$ cat src/rtl/pipe_pkg.sv
// pipe_pkg: shared state encodings and constants for the elastic pipeline-stage buffer.
package pipe_pkg;
  // The encoding doubles as the entry count held by the stage.
  typedef enum logic [1:0] {ST_EMPTY = 2'b00, ST_FULL = 2'b01, ST_SKIDF = 2'b10} state_t;
  localparam logic [63:0] CTRL_NOP = '0;
endpackage

$ cat src/rtl/sat_counter.sv
// sat_counter: statistics counter that adds 0..3 per cycle and sticks at all-ones.
module sat_counter #(
  parameter int W = 16
) (
  input  logic         clk,
  input  logic         rst,
  input  logic         clr,
  input  logic [1:0]   inc,
  output logic [W-1:0] count
);
  logic [W:0] sum;
  assign sum = {1'b0, count} + {{(W - 1){1'b0}}, inc};
  always_ff @(posedge clk or posedge rst)
    if (rst) count <= '0;
    else if (clr) count <= '0;
    else count <= sum[W] ? '1 : sum[W-1:0];
endmodule

$ cat src/rtl/pipe_stage_buf.sv
// pipe_stage_buf: elastic valid/ready stage register with optional skid entry,
// synchronous flush, NOP control on bubbles and saturating stall/drop statistics.
module pipe_stage_buf import pipe_pkg::*; #(
  parameter int DATA_W = 16,
  parameter int CTRL_W = 8,
  parameter int SKID   = 1,
  parameter int CNT_W  = 16
) (
  input  logic              clk,
  input  logic              rst,
  input  logic              flush,
  input  logic              clr_stats,
  input  logic              in_valid,
  output logic              in_ready,
  input  logic [DATA_W-1:0] in_data,
  input  logic [CTRL_W-1:0] in_ctrl,
  output logic              out_valid,
  input  logic              out_ready,
  output logic [DATA_W-1:0] out_data,
  output logic [CTRL_W-1:0] out_ctrl,
  output logic [1:0]        occupancy,
  output logic [CNT_W-1:0]  stall_cnt,
  output logic [CNT_W-1:0]  flush_drop_cnt
);
  state_t state, state_nx;
  logic [DATA_W-1:0] main_data, skid_data;
  logic [CTRL_W-1:0] main_ctrl, skid_ctrl;
  logic in_fire, out_fire, load_in, load_skid, load_fwd;
  logic [1:0] drop_inc;
  assign out_valid = state != ST_EMPTY;
  // With a skid entry, ready depends only on the registered state.
  assign in_ready  = SKID != 0 ? state != ST_SKIDF : !out_valid || out_ready;
  assign in_fire   = in_valid && in_ready;
  assign out_fire  = out_valid && out_ready;
  assign out_data  = main_data;
  assign out_ctrl  = out_valid ? main_ctrl : CTRL_W'(CTRL_NOP);
  assign occupancy = state;
  assign drop_inc  = flush ? occupancy - {1'b0, out_fire} : 2'd0;
  always_comb begin
    state_nx  = state;
    load_in   = 1'b0;
    load_skid = 1'b0;
    load_fwd  = 1'b0;
    if (flush) state_nx = ST_EMPTY;
    else if (state == ST_EMPTY) begin
      load_in  = in_fire;
      state_nx = in_fire ? ST_FULL : ST_EMPTY;
    end else if (state == ST_FULL) begin
      load_in   = in_fire && out_fire;
      load_skid = in_fire && !out_fire;
      state_nx  = load_skid ? ST_SKIDF : (!in_fire && out_fire) ? ST_EMPTY : ST_FULL;
    end else begin
      load_fwd = out_fire;
      state_nx = out_fire ? ST_FULL : ST_SKIDF;
    end
  end
  always_ff @(posedge clk or posedge rst)
    if (rst) begin
      state     <= ST_EMPTY;
      main_data <= '0;
      main_ctrl <= '0;
      skid_data <= '0;
      skid_ctrl <= '0;
    end else begin
      state <= state_nx;
      if (load_in) {main_data, main_ctrl} <= {in_data, in_ctrl};
      else if (load_fwd) {main_data, main_ctrl} <= {skid_data, skid_ctrl};
      if (load_skid) {skid_data, skid_ctrl} <= {in_data, in_ctrl};
    end
  sat_counter #(.W(CNT_W)) u_stall (
    .clk(clk), .rst(rst), .clr(clr_stats),
    .inc({1'b0, out_valid && !out_ready}), .count(stall_cnt)
  );
  sat_counter #(.W(CNT_W)) u_drop (
    .clk(clk), .rst(rst), .clr(clr_stats),
    .inc(drop_inc), .count(flush_drop_cnt)
  );
endmodule

$ cat config.mk
export PLATFORM = sky130hd
export DESIGN_NAME = pipe_stage_buf
export DESIGN_NICKNAME = d
export VERILOG_FILES = /design/src/rtl/pipe_pkg.sv /design/src/rtl/sat_counter.sv /design/src/rtl/pipe_stage_buf.sv
export SDC_FILE = /design/constraint.sdc
export NUM_CORES = 1
export LEC_CHECK = 0
export ABC_AREA = 1
export BUFFER_PORTS_ARGS = -buffer_cell sky130_fd_sc_hd__buf_2
export CORE_UTILIZATION = 44
export DETAILED_ROUTE_END_ITERATION = 16
export PLACE_DENSITY_LB_ADDON = 0.15
export SETUP_SLACK_MARGIN = 0.05
export SYNTH_ARGS = -nofsm -noshare
export SYNTH_HDL_FRONTEND = slang
export SYNTH_SLANG_ARGS = --single-unit
$ cat constraint.sdc
create_clock -name clk -period 6.85 [get_ports clk]
set_clock_uncertainty 0.15 [all_clocks]
set_input_delay 2.055 -clock clk [delete_from_list [all_inputs] [get_ports clk]]
set_output_delay 2.055 -clock clk [all_outputs]
set_load 0.005 [all_outputs]
==> results of run 1 <==
registers in the layout (all words and copies together) (netlist names):
| name | count |
|---|---|
| skid_data | 16 |
| skid_ctrl | 8 |
| u_stall.count | 16 |
| u_drop.count | 16 |
| out_data | 16 |
| main_ctrl | 8 |
| occupancy | 2 |
logic make-up after synthesis:
logic type	count (synthesis)	synth area share, %
AOI/OAI and AO/OA	105	12.8
xor gates and xnor gates	10	2.05
adders and majority gates	8	2.52
buffers and inverters	102	10.4
DFF	82	48.1
and+or+nand+nor	226	24.1
routing by layer:
metal	track usage [%]	up-vias	part of all wire, %
met5	0	-	0
met4	5.35	0	1.0
li1	-	1853	-
met3	4.58	7	4.6
met1	26.8	1722	49
met2	30.7	78	45
per-stage QoR:
| step | hold WS [ns] | total power (uW) | cell area (um^2) |
|---|---|---|---|
| floorplan | 0.326 | 791 | 4270 |
| global placement | 0.337 | 867 | 4740 |
| detailed placement | 0.338 | 876 | 4740 |
| CTS | 0.364 | 1270 | 4960 |
| global route | 0.380 | 1340 | 4960 |
| finish | 0.360 | 1250 | 4960 |
worst max-delay path by stage:
stage | depth (start not counted) | to | slack (ns) | from
floorplan | 1 | main_ctrl[0]$_DFFE_PP0P_ | 2.54 | rst
global placement | 15 | u_drop.count[15]$_DFF_PP0_ | 2.35 | out_ready
detailed placement | 15 | u_drop.count[8]$_DFF_PP0_ | 2.18 | out_ready
CTS | 15 | u_drop.count[13]$_DFF_PP0_ | 2.53 | out_ready
global route | 15 | u_drop.count[13]$_DFF_PP0_ | 2.35 | out_ready
finish | 15 | u_drop.count[13]$_DFF_PP0_ | 2.57 | out_ready
report_power, final:
part,total (uW),internal [uW],switching (uW)
sequential,621,582,39.7
clock,389,207,182
combinational,241,101,140
cell type report:
type | instances | area, um^2
Sequential cell | 82 | 2050
Multi-Input combinational cell | 349 | 1770
Clock buffer | 10 | 128
Tap cell | 129 | 161
Fill cell | 902 | 4370
Clock inverter | 6 | 90.1
Timing Repair Buffer | 91 | 460
Inverter | 78 | 294
worst max-delay path, cell delays in order:
cell,delay (ns)
buf_2,0.10
inv_1,0.05
nor2_1,0.20
ha_1,0.22
nor2_1,0.05
nor3_1,0.28
inv_1,0.10
fa_1,0.43
inv_1,0.08
nand2_2,0.07
nor2_4,0.22
nand4_4,0.27
nand3_1,0.17
nand2_1,0.05
inv_1,0.06
synth_stat cells, types with 7 or more instances:
| cell | n |
|---|---|
| ha_1 | 7 |
| inv_1 | 75 |
| a21oi_1 | 38 |
| nand3_1 | 48 |
| buf_2 | 9 |
| xor2_1 | 9 |
| clkbuf_1 | 7 |
| dfrtp_1 | 82 |
| o21ai_1 | 26 |
| nand2_1 | 86 |
| nor2_1 | 64 |
| o21ai_0 | 32 |
==> run_results.csv, run 1 <==
group,metric,value,unit
synth,synth_warnings,0,
grt,track_usage,19.4,%
sta,fin_crit_sh,62.5,%
setup_path,reg2reg_from,"occupancy[1]$_DFF_PP0_",
setup_path,cp.required,6.98,ns
clock_network,h-tree-depth,3,
synth,ys_ff_latch,82,
cells_and_area,fin_nets,649,
worst_hold_path,hold_start,"out_data[5]$_DFFE_PP0P_",
routing,vias,3660,
placed_design,dp_slack,2.18,ns
cells_and_area,drive_gt1_share,21.8,%
synth,netlist_area,4270,um^2
grt,grt_max_degree,73,
cells_and_area,area_growth,16.2,%
setup_path,r2r_slack,3.62,ns
clock_network,cts_buffer_depth,2,
worst_hold_path,hp-class,"register to register",
synth,syn_avg_cell_area,8.00,um^2
die,die_w,100,um
routing,postRouteAntennaNets,0,
cells_and_area,antennaDiodeCount,0,
cells_and_area,layout_commonest_cell,"buf_2",
clock_network,ctsRootBufferMaster,"clkbuf_8",
routing,routed_wl,9180,um
synth,synth_top_cell_by_area,"dfrtp_1",
placed_design,routabilityCongestion,0.816,
clock_network,post_cts_buffers,0,
setup_path,critical_path_class,"primary input to register",
sta,hold_violations,0,
pwr,power_leakage,0.00262,uW
placed_design,io_buffers,89,
clock_network,cts_tree,"yes",
setup_path,r2r-end,"u_drop.count[13]$_DFF_PP0_",
outcome,status,"finished, final reports clean",
setup_path,arrival,4.41,ns
die,ioPinCount,90,
die,die_area,10100,um^2
setup_path,endpoint_kind,"register",
sta,fin_crit,4.28,ns
sta,layout_setup_ws,2.57,ns
synth,async_flop_share,100,%
sta,fmaxAchievable,234,MHz
clock_network,cts_inserted_buffers,9,
pwr,power_density,252,nW/um^2
sta,rsz0062_at_grt,"no",
synth,synth_fp_nets,571,
grt,grt_pass1_wl,15600,um
routing,drc,0,
sta,tightest_slew,0.903,ns
clock_network,cts_hold_buffers,0,
setup_path,critPathLaunchType,"primary input",
clock_network,clk_latency,0.34,ns
grt,grt_overflow,0,
synth,seq_area_frac_synth,48.1,%
synth,netlist_instances,533,
pwr,peakVddDrop,0.000141,V
routing,wl_per_cell,12.3,um
grt,antenna_found_initial,0,
die,initial_utilization,45.7,%
cells_and_area,final_cell_mix,"89 x buf_2, 86 x nand2_1, 82 x dfrtp_1",
routing,drt_iter0_markers,128,
die,die_height,100,um
synth,synth_cell_type_count,28,
worst_hold_path,hold_depth,2,
synth,synthTopCellsByArea,"dfrtp_1 48%, nand2_1 7.6%, inv_1 6.6%",
routing,vias_per_cell,4.91,
sta,max_slew_margin,39.7,%
placed_design,placed_cells,729,
sta,finalSetupTns,0,ns
clock_network,cts_sinks,82,
synth,synthFlopType,"dfrtp_1",
worst_hold_path,min_to,"out_data[5]$_DFFE_PP0P_",
cells_and_area,final_util,53.1,%
routing,dr.pass1.iters,4,
setup_path,r2r_cells,15,
synth,synth_edf_count,0,
sta,slew_violations,0,
setup_path,crit_fanout,15,
sta,setup_viol,0,
clock_network,clkSlewWorstSetupHoldPaths,0.09,ns
clock_network,cts_resized,0,
die,core_area,9330,um^2
die,placementRows,35,
synth,synth.top_cell.area_share,48.1,%
cells_and_area,final_cells,745,
grt,grt_pass1_vias,3386,
job,maxCapViolations,0,
placed_design,post-dp-hpwl,6070,um
(Power assumes the default switching activity.)
==> inputs of run 2 (changes only) <==
==> constraint.sdc (replaced) <==
create_clock -name clk -period 4.35 [get_ports clk]
set_clock_uncertainty 0.15 [all_clocks]
set_input_delay 1.305 -clock clk [delete_from_list [all_inputs] [get_ports clk]]
set_output_delay 1.305 -clock clk [all_outputs]
set_load 0.005 [all_outputs]
==> run_results.csv, run 2 (synthesized netlist as in run 1, its figures left out) <==
group,metric,value,unit
routing,vias_per_cell,4.93,
sta,rsz0062_at_grt,"no",
setup_path,r2r_slack,1.17,ns
grt,grt_max_degree,73,
setup_path,critical_path_class,"primary input to register",
grt,track_usage,19.4,%
cells_and_area,antennaDiodeCount,0,
worst_hold_path,hold_start,"out_data[1]$_DFFE_PP0P_",
clock_network,cts_tree,"yes",
die,ioPinCount,90,
clock_network,cts_inserted_buffers,9,
die,die_area,10100,um^2
die,die_w,100,um
setup_path,reg2reg_from,"occupancy[1]$_DFF_PP0_",
sta,finalSetupTns,0,ns
die,initial_utilization,45.7,%
placed_design,routabilityCongestion,0.819,
routing,drt_iter0_markers,114,
routing,dr.pass1.iters,4,
pwr,power_leakage,0.00262,uW
clock_network,clkSlewWorstSetupHoldPaths,0.09,ns
clock_network,cts_hold_buffers,0,
routing,wl_per_cell,12.3,um
routing,vias,3686,
placed_design,io_buffers,89,
routing,drc,0,
grt,grt_overflow,0,
setup_path,cpMostUsedCell,"inv_1",
clock_network,cts_resized,0,
grt,grt_pass1_vias,3289,
setup_path,worst_path_largest_cell_delay,0.42,ns
clock_network,post_cts_buffers,0,
clock_network,cts_buffer_depth,2,
cells_and_area,drive_gt1_share,22.2,%
die,core_area,9330,um^2
clock_network,ctsRootBufferMaster,"clkbuf_8",
worst_hold_path,min_to,"out_data[1]$_DFFE_PP0P_",
pwr,power_density,393,nW/um^2
setup_path,crit_buf_inv,5,
grt,antenna_found_initial,0,
sta,fin_crit,3.44,ns
routing,postRouteAntennaNets,0,
setup_path,crit_fanout,15,
sta,fin_crit_sh,79.1,%
worst_hold_path,hp-class,"register to register",
pwr,finalPower,1950,uW
setup_path,endpoint_kind,"register",
sta,tightest_slew,0.936,ns
sta,fmaxAchievable,291,MHz
setup_path,critPathLaunchType,"primary input",
job,maxCapViolations,0,
setup_path,path_cells,"buf_2 -> inv_1 -> nor2_1 -> ha_1 -> nor2_1 -> nor3_1 -> inv_1 -> fa_1 -> inv_1 -> nand2_2 -> nor2_4 -> nand4_4 -> nand3_1 -> nand2_1 -> inv_1",
cells_and_area,final_util,53.2,%
cells_and_area,fin_nets,651,
outcome,status,"finished, final reports clean",
routing,routed_wl,9150,um
die,placementRows,35,
pwr,peakVddDrop,0.000220,V
grt,grt_pass1_wl,15400,um
sta,max_slew_margin,37.4,%
cells_and_area,area_growth,16.4,%
setup_path,r2r_cells,15,
cells_and_area,layout_commonest_cell,"buf_2",
worst_hold_path,hold_depth,2,
setup_path,critPathTopFamily,"simple AND/OR/NAND/NOR gates",
clock_network,h-tree-depth,3,
setup_path,cp.required,4.50,ns
setup_path,r2r-end,"u_drop.count[13]$_DFF_PP0_",
cells_and_area,final_cell_mix,"89 x buf_2, 86 x nand2_1, 82 x dfrtp_1",
setup_path,arrival,3.59,ns
sta,hold_violations,0,
clock_network,clk_latency,0.37,ns
placed_design,post-dp-hpwl,6290,um
setup_path,crit_slowest_cell,"fa_1",
die,die_height,100,um
clock_network,cts_sinks,82,
sta,slew_violations,0,
sta,setup_viol,0,
[run 2: cell types whose count changed in the layout (fill, tap and decap cells not counted), sizes merged]
cell | previous run | this run
buf | 91 | 93
bufinv | 2 | 1
inv | 78 | 79
[run 2: worst register-to-register path: cells and delay by family, from the launching register on]
family | cells | cell delay, ns
flip-flops | 1 | 0.52
adder cells (fa/ha/maj) | 2 | 0.63
buffers and inverters | 4 | 0.27
AND/OR/NAND/NOR | 9 | 1.54
[run 2: cell type report]
type | instances | area [um^2]
fill | 926 | 4360
sequential | 82 | 2050
multi-input combinational | 349 | 1770
timing repair buffer | 93 | 475
inverter | 78 | 294
tap | 129 | 161
clock buffer | 10 | 138
clock inverter | 6 | 72.6
[run 2: per-layer routing]
metal | share of wire (%) | vias to the layer above | track usage, %
li1 | - | 1863 | -
met1 | 48 | 1744 | 26.3
met2 | 47 | 71 | 30.7
met3 | 4.2 | 8 | 4.72
met4 | 1.3 | 0 | 6.58
met5 | 0 | - | 0
[run 2: stage by stage]
| stage | area, um^2 | setup slack, ns | std cells | hold WS (ns) |
|---|---|---|---|---|
| after global routing | 4960 | 0.744 | 747 | 0.378 |
| after detailed placement | 4750 | 0.533 | 731 | 0.338 |
| after floorplan | 4270 | 0.787 | 533 | 0.326 |
| after CTS | 4960 | 0.900 | 747 | 0.361 |
| final | 4960 | 0.909 | 747 | 0.361 |
| after global placement | 4750 | 0.599 | 731 | 0.337 |
[run 2: worst max-delay path by stage]
| stage | start | to | slack [ns] | depth (start not counted) |
|---|---|---|---|---|
| after global routing | out_ready | u_drop.count[13]$_DFF_PP0_ | 0.74 | 15 |
| after floorplan | rst | main_ctrl[0]$_DFFE_PP0P_ | 0.79 | 1 |
| after CTS | out_ready | u_drop.count[13]$_DFF_PP0_ | 0.90 | 15 |
| final | out_ready | u_drop.count[13]$_DFF_PP0_ | 0.91 | 15 |
| after global placement | out_ready | u_drop.count[15]$_DFF_PP0_ | 0.60 | 15 |
| after detailed placement | out_ready | u_drop.count[13]$_DFF_PP0_ | 0.53 | 15 |
[run 2: power breakdown]
group / switching (uW) / leakage (uW) / internal [uW]
clock network: 302 / 0.000103 / 287
logic: 221 / 0.00151 / 159
registers: 64.8 / 0.00100 / 916
==> inputs of run 3 (changes only) <==
--- a/config.mk
+++ b/config.mk
@@ -5,7 +5,7 @@
 export SDC_FILE = /design/constraint.sdc
 export NUM_CORES = 1
 export LEC_CHECK = 0
-export ABC_AREA = 1
+export ABC_AREA = 0
 export BUFFER_PORTS_ARGS = -buffer_cell sky130_fd_sc_hd__buf_2
 export CORE_UTILIZATION = 44
 export DETAILED_ROUTE_END_ITERATION = 16
==> constraint.sdc (replaced) <==
create_clock -name clk -period 3.5 [get_ports clk]
set_clock_uncertainty 0.15 [all_clocks]
set_input_delay 1.05 -clock clk [delete_from_list [all_inputs] [get_ports clk]]
set_output_delay 1.05 -clock clk [all_outputs]
set_load 0.005 [all_outputs]
==> run_results.csv, run 3 <==
group,metric,value,unit
cells_and_area,antennaDiodeCount,0,
die,initial_utilization,45.3,%
grt,grt_use_met2,28.9,%
setup_path,cp.required,3.62,ns
job,maxCapViolations,0,
sta,whs,0.364,ns
grt,track_usage,18.6,%
setup_path,setup.worst_path.start,"out_ready",
die,die_area,9370,um^2
die,die_w,96.8,um
die,ioPinCount,90,
setup_path,worst_path_largest_cell_delay,0.38,ns
grt,use_met1,25.6,%
synth,ys_ff_latch,82,
cells_and_area,layout_commonest_cell,"buf_2",
synth,synth_common_cells,"82 x dfrtp_1, 36 x nand2_1, 26 x mux2i_1, 25 x o21ai_0, 24 x mux2_2",
sta,hold_violations,0,
clock_network,clk_latency,0.34,ns
placed_design,placed_area,4580,um^2
synth,synth_warnings,0,
grt,globalRouteMet3Util,3.68,%
synth,netlist_area,3950,um^2
setup_path,crit_slowest_cell,"fa_1",
placed_design,routabilityCongestion,0.771,
cells_and_area,fillCellCount,821,
synth,synthFlopType,"dfrtp_1",
routing,dr.pass1.iters,4,
placed_design,io_buffers,89,
synth,syn_avg_cell_area,11.0,um^2
pwr,power_density,496,nW/um^2
synth,netlist_instances,358,
synth,seq_area_frac_synth,51.9,%
setup_path,endpoint_kind,"register",
routing,vias_per_cell,5.24,
die,core_area,8720,um^2
sta,slew_violations,0,
clock_network,h-tree-depth,3,
synth,synth_fp_nets,396,
die,placementRows,34,
sta,layout_setup_ws,0.365,ns
routing,drt_iter0_markers,76,
routing,wl_per_cell,14.3,um
cells_and_area,area_growth,21.4,%
clock_network,cts_tree,"yes",
clock_network,cts_sinks,82,
synth,synth.top_cell.area_share,51.9,%
sta,rsz0062_at_grt,"no",
worst_hold_path,hp-class,"register to register",
cells_and_area,final_util,55.1,%
routing,postRouteAntennaNets,0,
cells_and_area,design_area,4800,um^2
clock_network,cts_hold_buffers,0,
grt,grt_overflow,0,
setup_path,crit_fanout,7,
clock_network,clkSlewWorstSetupHoldPaths,0.08,ns
grt,grt_pass1_wl,14200,um
setup_path,path_cells,"buf_2 -> nor2b_2 -> ha_1 -> nor2b_1 -> ha_1 -> inv_1 -> fa_1 -> nand3b_1 -> nor4_4 -> nand4_2 -> buf_4 -> a21oi_1",
grt,top_usage_layer,"met2",
setup_path,arrival,3.25,ns
outcome,status,"finished, final reports clean",
sta,fin_crit,3.13,ns
pwr,peakVddDrop,0.000248,V
cells_and_area,final_cell_mix,"89 x buf_2, 82 x dfrtp_1, 36 x nand2_1",
synth,synth.most_common_cell,"dfrtp_1",
sta,fin_crit_sh,89.6,%
routing,routed_wl,8130,um
synth,async_flop_share,100,%
routing,vias,2972,
sta,setup_viol,0,
placed_design,post-dp-hpwl,5330,um
pwr,finalPower,2380,uW
placed_design,dp_slack,-0.133,ns
synth,synth_cell_type_count,41,
clock_network,ctsRootBufferMaster,"clkbuf_8",
grt,grt_pass1_vias,2961,
cells_and_area,fin_nets,492,
pwr,power_leakage,0.00243,uW
worst_hold_path,hold_start,"skid_ctrl[5]$_DFFE_PP0P_",
setup_path,critPathLaunchType,"primary input",
synth,synth_edf_count,0,
setup_path,cpMostUsedCell,"ha_1",
grt,grt_max_degree,83,
setup_path,reg2reg_from,"occupancy[0]$_DFF_PP0_",
setup_path,critical_path_class,"primary input to register",
synth,synthTopCellsByArea,"dfrtp_1 52%, mux2_2 6.8%, mux2i_1 6.6%",
cells_and_area,drive_gt1_share,34.9,%
sta,max_slew_margin,56.2,%
die,die_height,96.8,um
clock_network,cts_inserted_buffers,9,
routing,drc,0,
clock_network,cts_buffer_depth,2,
synth,synth_top_cell_by_area,"dfrtp_1",
sta,tightest_slew,0.657,ns
grt,antenna_found_initial,0,
sta,fmaxAchievable,319,MHz
[run 3: cell types whose count changed after synthesis, sizes merged, moves of 26 or more]
cell,previous run,this run
inv,78,11
nor2,70,10
nand2,91,36
nand3,52,8
o21ai,58,25
mux2i,0,26
[run 3: critical path, delay by kind of cell]
kind	cells	cell delay, ns
buffers and inverters	3	0.35
adder cells (fa/ha/maj)	3	0.83
AO/OA/AOI/OAI	1	0.14
AND/OR/NAND/NOR	5	0.88
[run 3: cell type report]
cell class	instances	area, um^2	share of cell area (%)
clock buffer	10	128	2.66
clock inverter	6	90.1	1.88
inverter	11	42.5	0.886
multi-input combinational	246	1780	37.1
sequential	82	2050	42.7
tap	108	135	2.81
timing repair buffer	104	571	11.9
[run 3: kinds of logic (layout without fill, tap and decap cells)]
family	count (synthesis)	in the layout	share of synthesized area (%)
adder cells (fa/ha/maj)	8	8	2.72
flip-flops	82	82	51.9
AND/OR/NAND/NOR	104	104	14.9
AO/OA/AOI/OAI	65	65	9.46
buffers and inverters	30	131	3.35
XOR/XNOR	19	19	4.21
multiplexers	50	50	13.4
[run 3: worst paths after layout]
path,end,slack [ns],cells past startpoint
setup / recovery,u_drop.count[1]$_DFF_PP0_,0.37,12
max in group asynchronous,u_drop.count[14]$_DFF_PP0_,2.20,3
hold reg to reg,skid_ctrl[5]$_DFFE_PP0P_,0.36,1
min in group asynchronous,out_data[9]$_DFFE_PP0P_,0.61,3
hold / removal,skid_ctrl[5]$_DFFE_PP0P_,0.36,1
setup reg to reg,u_drop.count[1]$_DFF_PP0_,0.62,12
[run 3: repair_timing]
| action | CTS | global route |
|---|---|---|
| endpoints found under the hold margin | 0 | 0 |
| endpoints found under the setup margin | 0 | 14 |
| setup buffers | 0 | 0 |
| resized for setup | 0 | 1 |
[run 3: power by group]
group / internal [uW] / switching [uW]
sequential: 1130 / 91.6
combinational: 222 / 176
clock: 405 / 353
[run 3: stage by stage]
stage	TNS [ns]	instances
after floorplan	0	358
after global placement	-0.847	551
after detailed placement	-1.55	551
after CTS	0	567
after global routing	0	567
final	0	567
[run 3: routing by layer]
metal / vias to the layer above / part of all wire (%)
met2: 78 / 46
met1: 1430 / 49
met5: - / 0
met3: 13 / 3.8
li1: 1451 / -
met4: 0 / 1.7
